===== src/rtl/pc_pkg.sv =====
// pc_pkg: shared types and default vectors for the fetch-address generator.
// Imported by pc_next_sel and pc_gen.
package pc_pkg;

   // Control state of the generator.
   typedef enum logic [1:0] {
      BOOT   = 2'd0,
      RUN    = 2'd1,
      HALTED = 2'd2
   } state_e;

   // Which source drives the next PC.
   typedef enum logic [1:0] {
      SEL_HOLD  = 2'd0,
      SEL_SEQ   = 2'd1,
      SEL_REDIR = 2'd2,
      SEL_TRAP  = 2'd3
   } sel_e;

   localparam logic [31:0] DEF_RESET_VEC = 32'h0000_0000;
   localparam logic [31:0] DEF_TRAP_VEC  = 32'h0000_0080;

endpackage : pc_pkg


===== src/rtl/pc_next_sel.sv =====
// pc_next_sel: combinational next-PC priority mux (trap > redirect > sequential
// > hold) plus redirect-target alignment check.
// Optional build macro PC_MISALIGN_TRAP_EN: when defined, a misaligned redirect
// is promoted to a trap; otherwise the target's low bits are cleared.
module pc_next_sel
   import pc_pkg::*;
#(
   parameter int unsigned     XLEN        = 32,
   parameter logic [XLEN-1:0] TRAP_VEC    = XLEN'(DEF_TRAP_VEC),
   parameter int unsigned     INSTR_BYTES = 4
) (
   input  logic [XLEN-1:0] pc_i,
   input  logic            accept_i,
   input  logic            redirect_i,
   input  logic [XLEN-1:0] redirect_pc_i,
   input  logic            trap_i,
   output sel_e            sel_o,
   output logic [XLEN-1:0] next_pc_o,
   output logic            misalign_o
);

   // Offset bits that must be zero in an instruction-aligned address.
   localparam logic [XLEN-1:0] LOW_MASK = XLEN'(INSTR_BYTES - 1);

   logic            trap_eff;
   logic [XLEN-1:0] redir_pc;

   assign misalign_o = redirect_i & (|(redirect_pc_i & LOW_MASK));

`ifdef PC_MISALIGN_TRAP_EN
   assign trap_eff = trap_i | misalign_o;
   assign redir_pc = redirect_pc_i;
`else
   assign trap_eff = trap_i;
   assign redir_pc = redirect_pc_i & ~LOW_MASK;
`endif

   // Priority select of the next PC source.
   always_comb begin
      // NOTE: defaults first so every path assigns both outputs; no latch.
      sel_o     = SEL_HOLD;
      next_pc_o = pc_i;
      if (trap_eff) begin
         sel_o     = SEL_TRAP;
         next_pc_o = TRAP_VEC;
      end else if (redirect_i) begin
         sel_o     = SEL_REDIR;
         next_pc_o = redir_pc;
      end else if (accept_i) begin
         sel_o     = SEL_SEQ;
         next_pc_o = pc_i + XLEN'(INSTR_BYTES);
      end
   end

endmodule : pc_next_sel


===== src/rtl/pc_gen.sv =====
// pc_gen: fetch-address generator with BOOT/RUN/HALTED control, valid/ready
// handshake toward IF, redirect/trap override and a wrapping fetch counter.
// Optional build macro PC_MISALIGN_TRAP_EN (handled in pc_next_sel).
module pc_gen
   import pc_pkg::*;
#(
   parameter int unsigned     XLEN        = 32,
   parameter logic [XLEN-1:0] RESET_VEC   = XLEN'(DEF_RESET_VEC),
   parameter logic [XLEN-1:0] TRAP_VEC    = XLEN'(DEF_TRAP_VEC),
   parameter int unsigned     INSTR_BYTES = 4,
   parameter int unsigned     CNT_W       = 32
) (
   input  logic             clk_i,
   input  logic             rst_i,
   input  logic             stall_i,
   input  logic             fetch_ready_i,
   input  logic             redirect_i,
   input  logic [XLEN-1:0]  redirect_pc_i,
   input  logic             trap_i,
   input  logic             halt_i,
   input  logic             resume_i,
   output logic [XLEN-1:0]  pc_o,
   output logic             pc_valid_o,
   output logic             halted_o,
   output logic             misalign_o,
   output logic [CNT_W-1:0] fetch_cnt_o
);

   state_e            state_q, state_d;
   logic [XLEN-1:0]   pc_q, pc_d;
   logic              pc_valid_q;
   logic              misalign_q;
   logic [CNT_W-1:0]  cnt_q, cnt_d;
   logic              accept;
   logic              misalign;
   sel_e              sel;

   // A stalled pipeline looks exactly like IF withholding ready.
   assign accept = pc_valid_q & fetch_ready_i & ~stall_i;

   // Redirect and trap are honoured in every state; accept can only occur in
   // RUN because pc_valid_q is low elsewhere.
   pc_next_sel #(
      .XLEN        (XLEN),
      .TRAP_VEC    (TRAP_VEC),
      .INSTR_BYTES (INSTR_BYTES)
   ) u_next_sel (
      .pc_i          (pc_q),
      .accept_i      (accept),
      .redirect_i    (redirect_i),
      .redirect_pc_i (redirect_pc_i),
      .trap_i        (trap_i),
      .sel_o         (sel),
      .next_pc_o     (pc_d),
      .misalign_o    (misalign)
   );

   // Next-state logic: a trap (including a promoted misaligned redirect)
   // always lands in RUN and beats both halt and resume.
   always_comb begin
      state_d = state_q;
      unique case (state_q)
         BOOT: begin
            if (sel == SEL_TRAP)  state_d = RUN;
            else if (halt_i)      state_d = HALTED;
            else                  state_d = RUN;
         end
         RUN: begin
            if (sel == SEL_TRAP)  state_d = RUN;
            else if (halt_i)      state_d = HALTED;
         end
         HALTED: begin
            if (sel == SEL_TRAP)          state_d = RUN;
            else if (resume_i && !halt_i) state_d = RUN;
         end
         default: state_d = BOOT;
      endcase
   end

   // Every accepted fetch counts, even when a redirect/trap replaces the PC.
   assign cnt_d = cnt_q + CNT_W'(accept);

   // State, PC, counter and registered outputs.
   // NOTE: asynchronous active-low reset; all state uses non-blocking '<='.
   always_ff @(posedge clk_i or negedge rst_i) begin
      if (!rst_i) begin
         state_q    <= BOOT;
         pc_q       <= RESET_VEC;
         pc_valid_q <= 1'b0;
         misalign_q <= 1'b0;
         cnt_q      <= '0;
      end else begin
         state_q    <= state_d;
         pc_q       <= pc_d;
         pc_valid_q <= (state_d == RUN);
         misalign_q <= misalign;
         cnt_q      <= cnt_d;
      end
   end

   assign pc_o        = pc_q;
   assign pc_valid_o  = pc_valid_q;
   assign halted_o    = (state_q == HALTED);
   assign misalign_o  = misalign_q;
   assign fetch_cnt_o = cnt_q;

endmodule : pc_gen


===== config.mk =====
export PLATFORM = sky130hd
export DESIGN_NAME = pc_gen
export DESIGN_NICKNAME = d
export VERILOG_FILES = /design/src/rtl/pc_pkg.sv /design/src/rtl/pc_next_sel.sv /design/src/rtl/pc_gen.sv
export SDC_FILE = /design/constraint.sdc
export NUM_CORES = 1
export LEC_CHECK = 0
export BUFFER_PORTS_ARGS = -buffer_cell sky130_fd_sc_hd__buf_2
export CORE_ASPECT_RATIO = 0.5
export CORE_MARGIN = 8
export CORE_UTILIZATION = 47
export DETAILED_ROUTE_END_ITERATION = 8
export PLACE_DENSITY = 0.85
export SLEW_MARGIN = 20
export SYNTH_ARGS = -nofsm -noshare
export SYNTH_HDL_FRONTEND = slang
export SYNTH_HIERARCHICAL = 1
export SYNTH_SLANG_ARGS = --single-unit

===== constraint.sdc =====
create_clock -name clk_i -period 2.2 [get_ports clk_i]
set_input_delay 0.22 -clock clk_i [delete_from_list [all_inputs] [get_ports clk_i]]
set_output_delay 0.22 -clock clk_i [all_outputs]
set_load 0.02 [all_outputs]

# Word level (Yosys, flattened, before mapping)
# Index checks and enable logic that the tools add are counted.
# totals
word_cells	33
regBits	68
output_inout_bits	67
inputBits	40
# classes
reduce_logical	5
n_mux	13
bitwise	4
n_addsub	2
eq_ne	4
# ops
op	n
$mux W32	3
$add A32 B1 Y32	1
$add A32 B3 Y32 const B	1
$mux W2	8
$pmux W2 S3	1
$eq A2 B1 Y1 const B	2
$eq A2 B2 Y1 const B	2
$and A1 B1 Y1	3
$reduce_bool A3 Y1	1
$logic_not A2 Y1	1
$reduce_or A2 Y1	1
$logic_and A1 B1 Y1	1
$logic_not A1 Y1	1
$mux W1	1
$not A1 Y1	1

# Depth between registers and ports, before layout
# Gate-level depths: netlist of run 1.
# logic_depth
word_depth	9
depth_mapped	9
ltp_nobuf	8

# Hierarchy
# The synthesis of run 1 kept the hierarchy.
# modules_own_cells
mod	cells_each	area_per_inst_um2	seq_area_each_um2	n_inst
pc_gen	175	2486.1	1701.6	1
pc_next_sel	196	1206.2	0.0	1

# Worst setup path after synthesis of run 1
# No wires, ideal clock.
# synth_path
path_kind	register to register
startpoint	register pc_valid_q (netlist: pc_valid_o)
endpoint	register pc_q[23] (netlist: pc_o[23])
setup_ns	0.099
period_less_slack_ns	2.290
stages_incl_launch_ff	9
arrival_time_ns	2.191
path_buffers	2
path_slack_ns	-0.090
required_time_ns	2.101
cell_sequence	dfrtp_1 > nand2_1 > nor2_1 > buf_2 > nand3_1 > or3_1 > clkbuf_1 > or4_1 > a311oi_1
# synth_between
elab_chain_cells	3
# synth_lines
element	line_no	rtl
start, declared	pc_gen.sv:31	logic pc_valid_q;
start signal, assigned	pc_gen.sv:95	pc_valid_q <= (state_d == RUN);
$and A1 B1 Y1 (2 in series)	pc_gen.sv:39	assign accept = pc_valid_q & fetch_ready_i & ~stall_i;
net accept	pc_gen.sv:34	logic accept;
$reduce_bool A3 Y1 (no source line)	n/a	
end signal, assigned	pc_gen.sv:94	pc_q <= pc_d;
end, declared	pc_gen.sv:30	logic [XLEN-1:0] pc_q, pc_d;
# The timed path passes the listed nets, and every way through them passes these cells.
# A chain may end at the register's enable or synchronous reset.

# Worst setup path after layout of run 1
# layout_path
startpoint	register pc_q[14] (netlist: pc_o[14])
endpoint	register pc_q[22] (netlist: pc_o[22])
# layout_between
elab_chain_cells	4
# layout_lines
element	line_no	rtl
$add A32 B3 Y32	pc_next_sel.sv:51	next_pc_o = pc_i + XLEN'(INSTR_BYTES);
$mux W32	pc_next_sel.sv:49	end else if (accept_i) begin
$mux W32	pc_next_sel.sv:46	end else if (redirect_i) begin
$mux W32	pc_next_sel.sv:43	if (trap_eff) begin
net pc_d[22]	pc_gen.sv:30	
# The timed path passes the listed nets, and every way through them passes these cells. The select of a mux whose other input is x is not followed.

==> flow_summary.json, run 1 <==
{
  "fin_cells": 607,
  "report.final.slew_viol_count": 0,
  "ir_worst_vdd_mv": 0.4526,
  "reg2reg_from": "pc_o[14]",
  "grt_pass1_wl_um": 16650,
  "cp-start-kind": "register",
  "clock_path_buffers": 2,
  "power_leakage_nw": 2.210,
  "dpl.hpwl_um": 7516,
  "placedCellCount": 590,
  "cts.clk_slew.worst_paths_ps": 50,
  "cts_sinks": 68,
  "wirelength_um": 10060,
  "drtIter0Drc": 215,
  "core_sq_um": 7460,
  "cts-root-buf": "clkbuf_16",
  "fp.dieArea_sq_um": 11120,
  "drt_first_pass_iters": 5,
  "vias": 3379,
  "combinationalPowerShare_pct": 14.4,
  "grt_overflow_total": 0,
  "worstSkewPairLatency_ps": 330,
  "path_class": "reg2reg",
  "ys_types": 49,
  "max_freq_mhz": 472.3,
  "synth.area.top_cells": "dfrtp_1, xnor2_1, nor2_1",
  "hold_viol": 0,
  "yosysMostFrequentCell": "dfrtp_1",
  "grt_usage_pct": 18.52,
  "p_int_mw": 2.375,
  "area_growth_pct": 28.53,
  "skew_ps": 3.890,
  "rows": 22,
  "cts_htree_levels": 3,
  "p_seq_share_pct": 44.6,
  "path_max_fanout": 14,
  "ff2ff_setup_slack_ps": 80,
  "synthCells": 371,
  "drc": 0,
  "final.min_clock_period_ps": 2117,
  "drv_cap": 0,
  "routedWlPerCell_um": 16.57,
  "ys.warnings.count": 6,
  "seq_area_frac_synth_pct": 46.09,
  "worstMarginPinSlew_ps": 557.0,
  "status": "finished, final reports clean",
  "cts_setup_buffers": 0,
  "power_switching_mw": 0.9141,
  "io_pins": 107,
  "num-fill-cells": 608,
  "whs_endpoint": "pc_valid_o",
  "cts_tree": "done",
  "crit_path_end_kind": "register",
  "antenna_found_initial": 0,
  "die_x_um": 141.3,
  "layout.nets": 538,
  "final_area_sq_um": 4746,
  "avgSynthCellArea_sq_um": 9.952,
  "synth_top_area_share_pct": 46.09,
  "synth_edf_count": 0,
  "antenna_left": 0,
  "ys.flop_type": "dfrtp_1",
  "grt_max_degree": 24,
  "placedInstanceArea_sq_um": 4419,
  "ys_async_sr_fraction_pct": 100.0,
  "period_share_pct": 96.23,
  "regArea_sq_um": 1705,
  "synth_area_sq_um": 3692,
  "utilization_pct": 63.62,
  "clockPowerShare_pct": 41.1,
  "cts_made_buffers": 9,
  "arrival_ps": 2350,
  "hold_depth": 2,
  "start_util_pct": 49.50,
  "vias_per_cell": 5.567,
  "max_slew_margin_pct": 62.83,
  "layout-drive-gt1-share_pct": 32.67,
  "holdCritStartpoint": "halt_i",
  "worstRegToRegCells": 4,
  "required_ps": 2430,
  "synth_seq_cells": 68,
  "p_per_area_nw_per_um2": 693.0,
  "multi_input_comb_area_sq_um": 1864,
  "die_h_um": 78.68,
  "p_sw_share_pct": 27.79,
  "diodes": 0,
  "hp-class": "in2reg",
  "synth_commonest_cells": "dfrtp_1, nor2_1, nand2_1, xnor2_1, nand3_1",
  "synth_fp_nets": 415,
  "finalSetupViolCount": 0,
  "synth_area_leader_cell": "dfrtp_1",
  "r2r-end": "pc_o[22]",
  "io_buffers": 106,
  "gp_congestion": 0.8642,
  "grt_pass1_vias": 3333
}
==> cells in the final DEF, fill, tap and decap left out, types with 3 or more instances in the layout <==
cell type  instances
buf_2            106
dfrtp_1           65
nor2_1            35
nand2_1           32
xnor2_1           28
buf_4             21
nand3_1           20
inv_1             16
nand4_1           13
a311oi_1          12
nor4_1            11
xor2_1            11
and4_1            10
a21oi_1            9
clkbuf_16          9
a211oi_1           9
nor3_1             8
or4_1              7
o31ai_1            7
o21ai_0            7
nand4_4            4
ha_1               4
and3_1             3
nand3_2            3
or3_1              3
nor2b_1            3
clkbuf_1           3
clkbuf_8           3
dfrtp_2            3
a2111oi_0          3
and2_1             3
==> worst max-delay path, stage by stage (launching register included) <==
cell and delay [ps]:
dfrtp_2 450, nand4_4 130, or4_4 620, or4_1 550, a311oi_1 270
==> power groups by stage <==
stage / registers (mW) / clock network [mW] / logic (mW)
6_report: 1.47 / 1.35 / 0.472
5_1_grt: 1.48 / 1.43 / 0.518
4_1_cts: 1.46 / 1.37 / 0.475
3_5_place_dp: 1.48 / 0 / 0.472
3_3_place_gp: 1.47 / 0 / 0.462
2_1_floorplan: 1.57 / 0 / 0.154
==> sequential cells by signal, summed over array words and instances, names as in the netlist <==
| name | flops |
|---|---|
| pc_valid_o | 1 |
| fetch_cnt_o | 32 |
| misalign_o | 1 |
| state_q | 2 |
| pc_o | 32 |
==> logic make-up (layout without fill, tap and decap cells) <==
group	Yosys count	in the layout	share of synthesized area [%]
AND/OR/NAND/NOR	169	169	26.94
flip-flops	68	68	46.09
AO/OA/AOI/OAI	58	58	11.66
XOR/XNOR	39	39	9.251
buffers and inverters	32	160	4.439
adder cells (fa/ha/maj)	4	4	1.356
multiplexers	1	1	0.2711
==> what timing repair did <==
item,4_1_cts,5_1_grt
hold buffers,1,0
hold endpoints to repair,20,0
setup endpoints to repair,0,8
gates resized for setup,0,6
==> per-stage QoR <==
stage               setup slack [ps]  TNS, ps  power (mW)  hold slack [ps]
finish                         82.87        0       3.289            82.73
detailed placement             55.82        0       1.953            225.9
floorplan                      14.40        0       1.722           -75.59
global route                  -14.52   -14.52       3.430            104.2
CTS                            71.66        0       3.308            73.31
global placement               185.9        0       1.937            217.8
==> area by class of cell <==
cell class	instances	share of cell area [%]
repair buffers	128	14.71
clock inverters	1	0.1055
clock buffers	15	5.853
multi-input cells	271	39.28
well taps	108	2.847
flip-flops and latches	68	35.93
inverters	16	1.265
==> layer usage <==
metal / vias up / track usage (%) / part of all wire [%]
met4: 0 / 6.915 / 1.9
met5: - / 0 / 0
li1: 1615 / - / -
met3: 22 / 6.820 / 6.9
met1: 1631 / 22.16 / 41
met2: 111 / 30.29 / 50
==> how the worst max path moves through the flow <==
stage	start	endpoint	slack, ps	cells past startpoint
floorplan	pc_o[9]	pc_o[26]	10	5
global placement	pc_o[15]	pc_o[24]	190	4
detailed placement	pc_o[15]	pc_o[22]	60	4
CTS	pc_o[15]	pc_o[22]	70	4
global route	pc_valid_o	pc_o[30]	-10	8
finish	pc_o[14]	pc_o[22]	80	4
Note: power is estimated with default switching activity, not from simulation.
==> run 2, diff against run 1 <==
--- a/config.mk
+++ b/config.mk
@@ -11,7 +11,7 @@
 export CORE_UTILIZATION = 47
 export DETAILED_ROUTE_END_ITERATION = 8
 export PLACE_DENSITY = 0.85
-export SLEW_MARGIN = 20
+export RECOVER_POWER = 100
 export SYNTH_ARGS = -nofsm -noshare
 export SYNTH_HDL_FRONTEND = slang
 export SYNTH_HIERARCHICAL = 1
==> run 2 against run 1 <==
Compared with the run above:
- critical path depth did not move
- routed wire length rose by 0.46%
- global-route usage did not move
- largest power group unchanged
- largest cell class unchanged
- utilization fell by 1.9 points
- highest routed layer unchanged
- fmax rose by 0.24%
- clock skew barely moved
==> flow_summary.json, run 2 (same netlist as run 1, synthesis figures left out) <==
{
  "status": "finished, final reports clean",
  "drt_first_pass_iters": 4,
  "period_share_pct": 96.01,
  "start_util_pct": 49.50,
  "worstMarginPinSlew_ps": 1300,
  "p_per_area_nw_per_um2": 708.4,
  "area_growth_pct": 24.70,
  "max_freq_mhz": 473.5,
  "diodes": 0,
  "grt_usage_pct": 18.52,
  "layout-drive-gt1-share_pct": 18.24,
  "rows": 22,
  "drc": 0,
  "grt_max_degree": 24,
  "arrival_ps": 2350,
  "fin_hold_ws_ps": 82.82,
  "vias": 3398,
  "cts_setup_buffers": 0,
  "hp-class": "in2reg",
  "fp.dieArea_sq_um": 11120,
  "cts_tree": "done",
  "drv_cap": 0,
  "routedWlPerCell_um": 16.65,
  "multi_input_comb_area_sq_um": 1819,
  "io_pins": 107,
  "cts_sinks": 68,
  "cts-root-buf": "clkbuf_16",
  "wirelength_um": 10100,
  "final_common_cell": "clkbuf_1",
  "cp-start-kind": "register",
  "cts_made_buffers": 9,
  "core_sq_um": 7460,
  "antenna_found_initial": 0,
  "skew_ps": 3.602,
  "cts_htree_levels": 3,
  "dpl.hpwl_um": 7516,
  "vias_per_cell": 5.598,
  "max_slew_margin_pct": 13.32,
  "utilization_pct": 61.72,
  "regArea_sq_um": 1705,
  "path_class": "reg2reg",
  "layout.nets": 538,
  "gp_congestion": 0.8642,
  "grt_pass1_vias": 3333,
  "clock_path_buffers": 2,
  "cts.clk_slew.worst_paths_ps": 50,
  "ff2ff_setup_slack_ps": 90,
  "antenna_left": 0,
  "io_buffers": 106,
  "hold_viol": 0,
  "power_leakage_nw": 1.912,
  "worstSkewPairLatency_ps": 330,
  "num-fill-cells": 658,
  "report.final.slew_viol_count": 0,
  "drtIter0Drc": 244,
  "grt_overflow_total": 0,
  "crit_path_end_kind": "register",
  "final.min_clock_period_ps": 2112,
  "required_ps": 2430,
  "path_max_fanout": 14,
  "ir_worst_vdd_mv": 0.4543,
  "grt_pass1_wl_um": 16650,
  "die_h_um": 78.68,
  "finalSetupViolCount": 0,
  "die_x_um": 141.3,
  "mostFrequentLayoutCells": "clkbuf_1, dfrtp_1, buf_2"
}
==> run 2: cell types whose count changed in the layout (fill, tap and decap cells not counted), sizes merged <==
| cell | change |
|---|---|
| buf | -70 |
| clkbuf | +70 |
==> run 2: path summary, 6_finish.rpt <==
kind                            startpoint              end  cells after the start
hold / removal                      halt_i       state_q[0]                      2
setup / recovery                  pc_o[14]         pc_o[22]                      4
hold reg to reg            fetch_cnt_o[31]  fetch_cnt_o[31]                      1
max in group asynchronous            rst_i         pc_o[14]                      3
min in group asynchronous            rst_i          pc_o[0]                      2
setup reg to reg                  pc_o[14]         pc_o[22]                      4
==> run 2: layout make-up <==
class	instances	share of cell area [%]
clock buffer	15	6.033
clock inverter	1	0.1087
inverter	16	1.304
multi-input combinational	271	39.51
sequential	68	37.04
tap	108	2.935
timing repair buffer	128	13.07
==> run 2: critical path, stage by stage (launching register included) <==
cell and delay, ps:
dfrtp_2 440, nand4_4 130, or4_4 630, or4_1 550, a311oi_1 270
==> run 2: timing repair <==
action                                 in CTS  in global routing
endpoints found under the hold margin      20                  0
resized for setup                           0                  6
hold buffers                                1                  0
setup endpoints to repair                   0                  8
==> run 2: routing by layer <==
layer | share of wire (%) | GRT usage (%) | up-vias
li1 | - | - | 1624
met1 | 42 | 22.16 | 1635
met2 | 50 | 30.29 | 111
met3 | 6.2 | 6.820 | 28
met4 | 2.2 | 6.915 | 0
met5 | 0 | 0 | -
==> run 2: stage by stage <==
stage | power, mW | setup slack [ps] | cell area [sq um] | setup TNS, ps | std cells
2_1_floorplan | 1.722 | 14.40 | 3700 | 0 | 371
3_3_place_gp | 1.937 | 185.9 | 4419 | 0 | 590
3_5_place_dp | 1.953 | 55.82 | 4419 | 0 | 590
4_1_cts | 3.308 | 71.66 | 4712 | 0 | 607
5_1_grt | 3.404 | -10.26 | 4604 | -10.26 | 607
6_report | 3.262 | 87.88 | 4604 | 0 | 607
==> run 2: where the power goes <==
group / switching, mW / internal (mW)
combinational: 0.293 / 0.152
clock: 0.497 / 0.854
sequential: 0.125 / 1.34
==> run 3, diff against run 2 <==
--- a/config.mk
+++ b/config.mk
@@ -8,9 +8,9 @@
 export BUFFER_PORTS_ARGS = -buffer_cell sky130_fd_sc_hd__buf_2
 export CORE_ASPECT_RATIO = 0.5
 export CORE_MARGIN = 8
-export CORE_UTILIZATION = 47
+export CORE_UTILIZATION = 56
 export DETAILED_ROUTE_END_ITERATION = 8
-export PLACE_DENSITY = 0.85
+export PLACE_DENSITY = 0.94
 export RECOVER_POWER = 100
 export SYNTH_ARGS = -nofsm -noshare
 export SYNTH_HDL_FRONTEND = slang
==> constraint.sdc (replaced) <==
create_clock -name clk_i -period 2.6 [get_ports clk_i]
set_input_delay 0.39 -clock clk_i [delete_from_list [all_inputs] [get_ports clk_i]]
set_output_delay 0.39 -clock clk_i [all_outputs]
set_load 0.02 [all_outputs]
==> run 3 against run 2 <==
Compared with the run above:
- utilization increased by 6.6 points
- fmax decreased by 4.6%
- clock skew rose by 3.6 ps
- combinational power decreased by 20%
- cell count shrank 4.4%
- global-route usage rose by 2.2 points
- count of clock-buffer cells in the layout unchanged
- routed wire length decreased by 5.0%
- setup slack better by 300 ps
- non-clock buffer count fell by 11
- register-to-register slack better by 300 ps
- clock power decreased by 16%
==> flow_summary.json, run 3 (same netlist as run 1, synthesis figures left out) <==
{
  "io_buffers": 106,
  "cp-start-kind": "register",
  "cts.clk_slew.worst_paths_ps": 50,
  "final.min_clock_period_ps": 2214,
  "required_ps": 2800,
  "antenna_found_initial": 0,
  "num-fill-cells": 553,
  "multi_input_comb_area_sq_um": 1804,
  "grt_max_degree": 35,
  "arrival_ps": 2410,
  "fp.dieArea_sq_um": 9605,
  "wirelength_um": 9602,
  "start_util_pct": 56.44,
  "antenna_left": 0,
  "fin_cells": 580,
  "report.final.slew_viol_count": 0,
  "max_slew_margin_pct": 1.898,
  "grt_overflow_total": 0,
  "layout.nets": 527,
  "die_h_um": 73.42,
  "worstMarginPinSlew_ps": 1472,
  "p_int_mw": 1.977,
  "crit_path_end_kind": "register",
  "final_common_cell": "clkbuf_1",
  "drt_first_pass_iters": 4,
  "layout-drive-gt1-share_pct": 13.52,
  "drtIter0Drc": 304,
  "cts-root-buf": "clkbuf_16",
  "status": "finished, final reports clean",
  "vias_per_cell": 5.824,
  "core_sq_um": 6543,
  "period_share_pct": 85.15,
  "die_x_um": 130.8,
  "dpl.hpwl_um": 7074,
  "area_growth_pct": 21.04,
  "io_pins": 107,
  "cts_setup_buffers": 0,
  "cts_htree_levels": 3,
  "setup_tns_ps": 0,
  "max_freq_mhz": 451.7,
  "worstSkewPairLatency_ps": 320,
  "cts-resized-gates": 0,
  "mostFrequentLayoutCells": "clkbuf_1, dfrtp_1, buf_2",
  "cts_tree": "done",
  "p_seq_share_pct": 45.5,
  "power_leakage_nw": 1.866,
  "rsz0062_at_grt": "false",
  "rows": 21,
  "diodes": 0,
  "p_sw_share_pct": 27.63,
  "finalSetupViolCount": 0,
  "gp_congestion": 0.8326,
  "hold_viol": 0,
  "skew_ps": 7.174,
  "clockPowerShare_pct": 41.4,
  "regArea_sq_um": 1702,
  "p_per_area_nw_per_um2": 611.2,
  "power_switching_mw": 0.7547,
  "vias": 3378,
  "cts_sinks": 68,
  "ir_worst_vdd_mv": 0.3418,
  "drv_cap": 0,
  "combinationalPowerShare_pct": 13.1,
  "hold_buffers": 1,
  "placedCellCount": 563,
  "grt_pass1_wl_um": 15880,
  "path_max_fanout": 7,
  "path_class": "reg2reg",
  "grt_pass1_vias": 3272,
  "cts_made_buffers": 9,
  "grt_usage_pct": 20.75,
  "drc": 0,
  "routedWlPerCell_um": 16.56,
  "hp-class": "in2reg",
  "clock_path_buffers": 2
}
==> run 3: cell types whose count changed in the layout (fill, tap and decap cells not counted), moves of 2 or more <==
cell and delta:
buf_4 -13, nor4_2 -3, clkbuf_1 +7, a311oi_2 -2
dfrtp_2 -3, nor4_1 +2, dfrtp_1 +3, a311oi_1 +2
buf_2 -4
==> run 3: final timing paths <==
path | endpoint | depth (start not counted) | startpoint | slack [ps]
worst max-delay path | fetch_cnt_o[21] | 8 | pc_valid_o | 390
worst min-delay path | state_q[0] | 2 | halt_i | 270
worst max register to register | fetch_cnt_o[21] | 8 | pc_valid_o | 390
worst min register to register | fetch_cnt_o[31] | 1 | fetch_cnt_o[31] | 480
max in group asynchronous | fetch_cnt_o[20] | 3 | rst_i | 1020
min in group asynchronous | pc_o[2] | 2 | rst_i | 500
==> run 3: stage by stage <==
step	power [mW]	hold WS (ps)	instance area (sq um)	setup WS [ps]	utilization, %
final	2.732	272.1	4469	386.2	68.31
after global routing	2.848	263.4	4469	142.0	68.31
after CTS	2.778	262.4	4602	386.4	70.34
after detailed placement	1.639	225.5	4309	294.2	65.86
after global placement	1.625	225.1	4309	409.1	65.86
after floorplan	1.456	94.41	3692	309.6	-
==> run 3: critical path, stage by stage (launching register included) <==
cell and delay, ps:
dfrtp_1 350, nand2_1 60, nor2_1 200, buf_4 210
ha_1 190, nand4_1 100, nor4_1 650, nand3_1 180
xnor2_1 160
==> run 3: layout make-up <==
type / count / share of cell area [%]
clock inverter: 1 / 0.1120
clock buffer: 15 / 6.215
timing repair buffer: 117 / 11.31
inverter: 16 / 1.344
sequential: 68 / 38.07
tap: 92 / 2.576
multi-input combinational: 271 / 40.37
==> run 3: power groups by stage <==
stage                     sequential, mW  combinational (mW)  clock, mW
after floorplan                     1.33               0.130          0
after detailed placement            1.26               0.382          0
final                               1.24               0.357       1.13
after global placement              1.25               0.373          0
after CTS                           1.24               0.386       1.15
after global routing                1.26               0.392       1.20
==> run 3: layer usage <==
metal  wire length [um]  up-vias  share of wire [%]  global-route usage, %
met3                710       11                7.4                  5.069
met5                  0        -                  0                      0
met4                107        0                1.1                  6.683
met2               4793      114                 50                  35.11
li1                   -     1604                  -                      -
met1               3991     1649                 42                  25.62
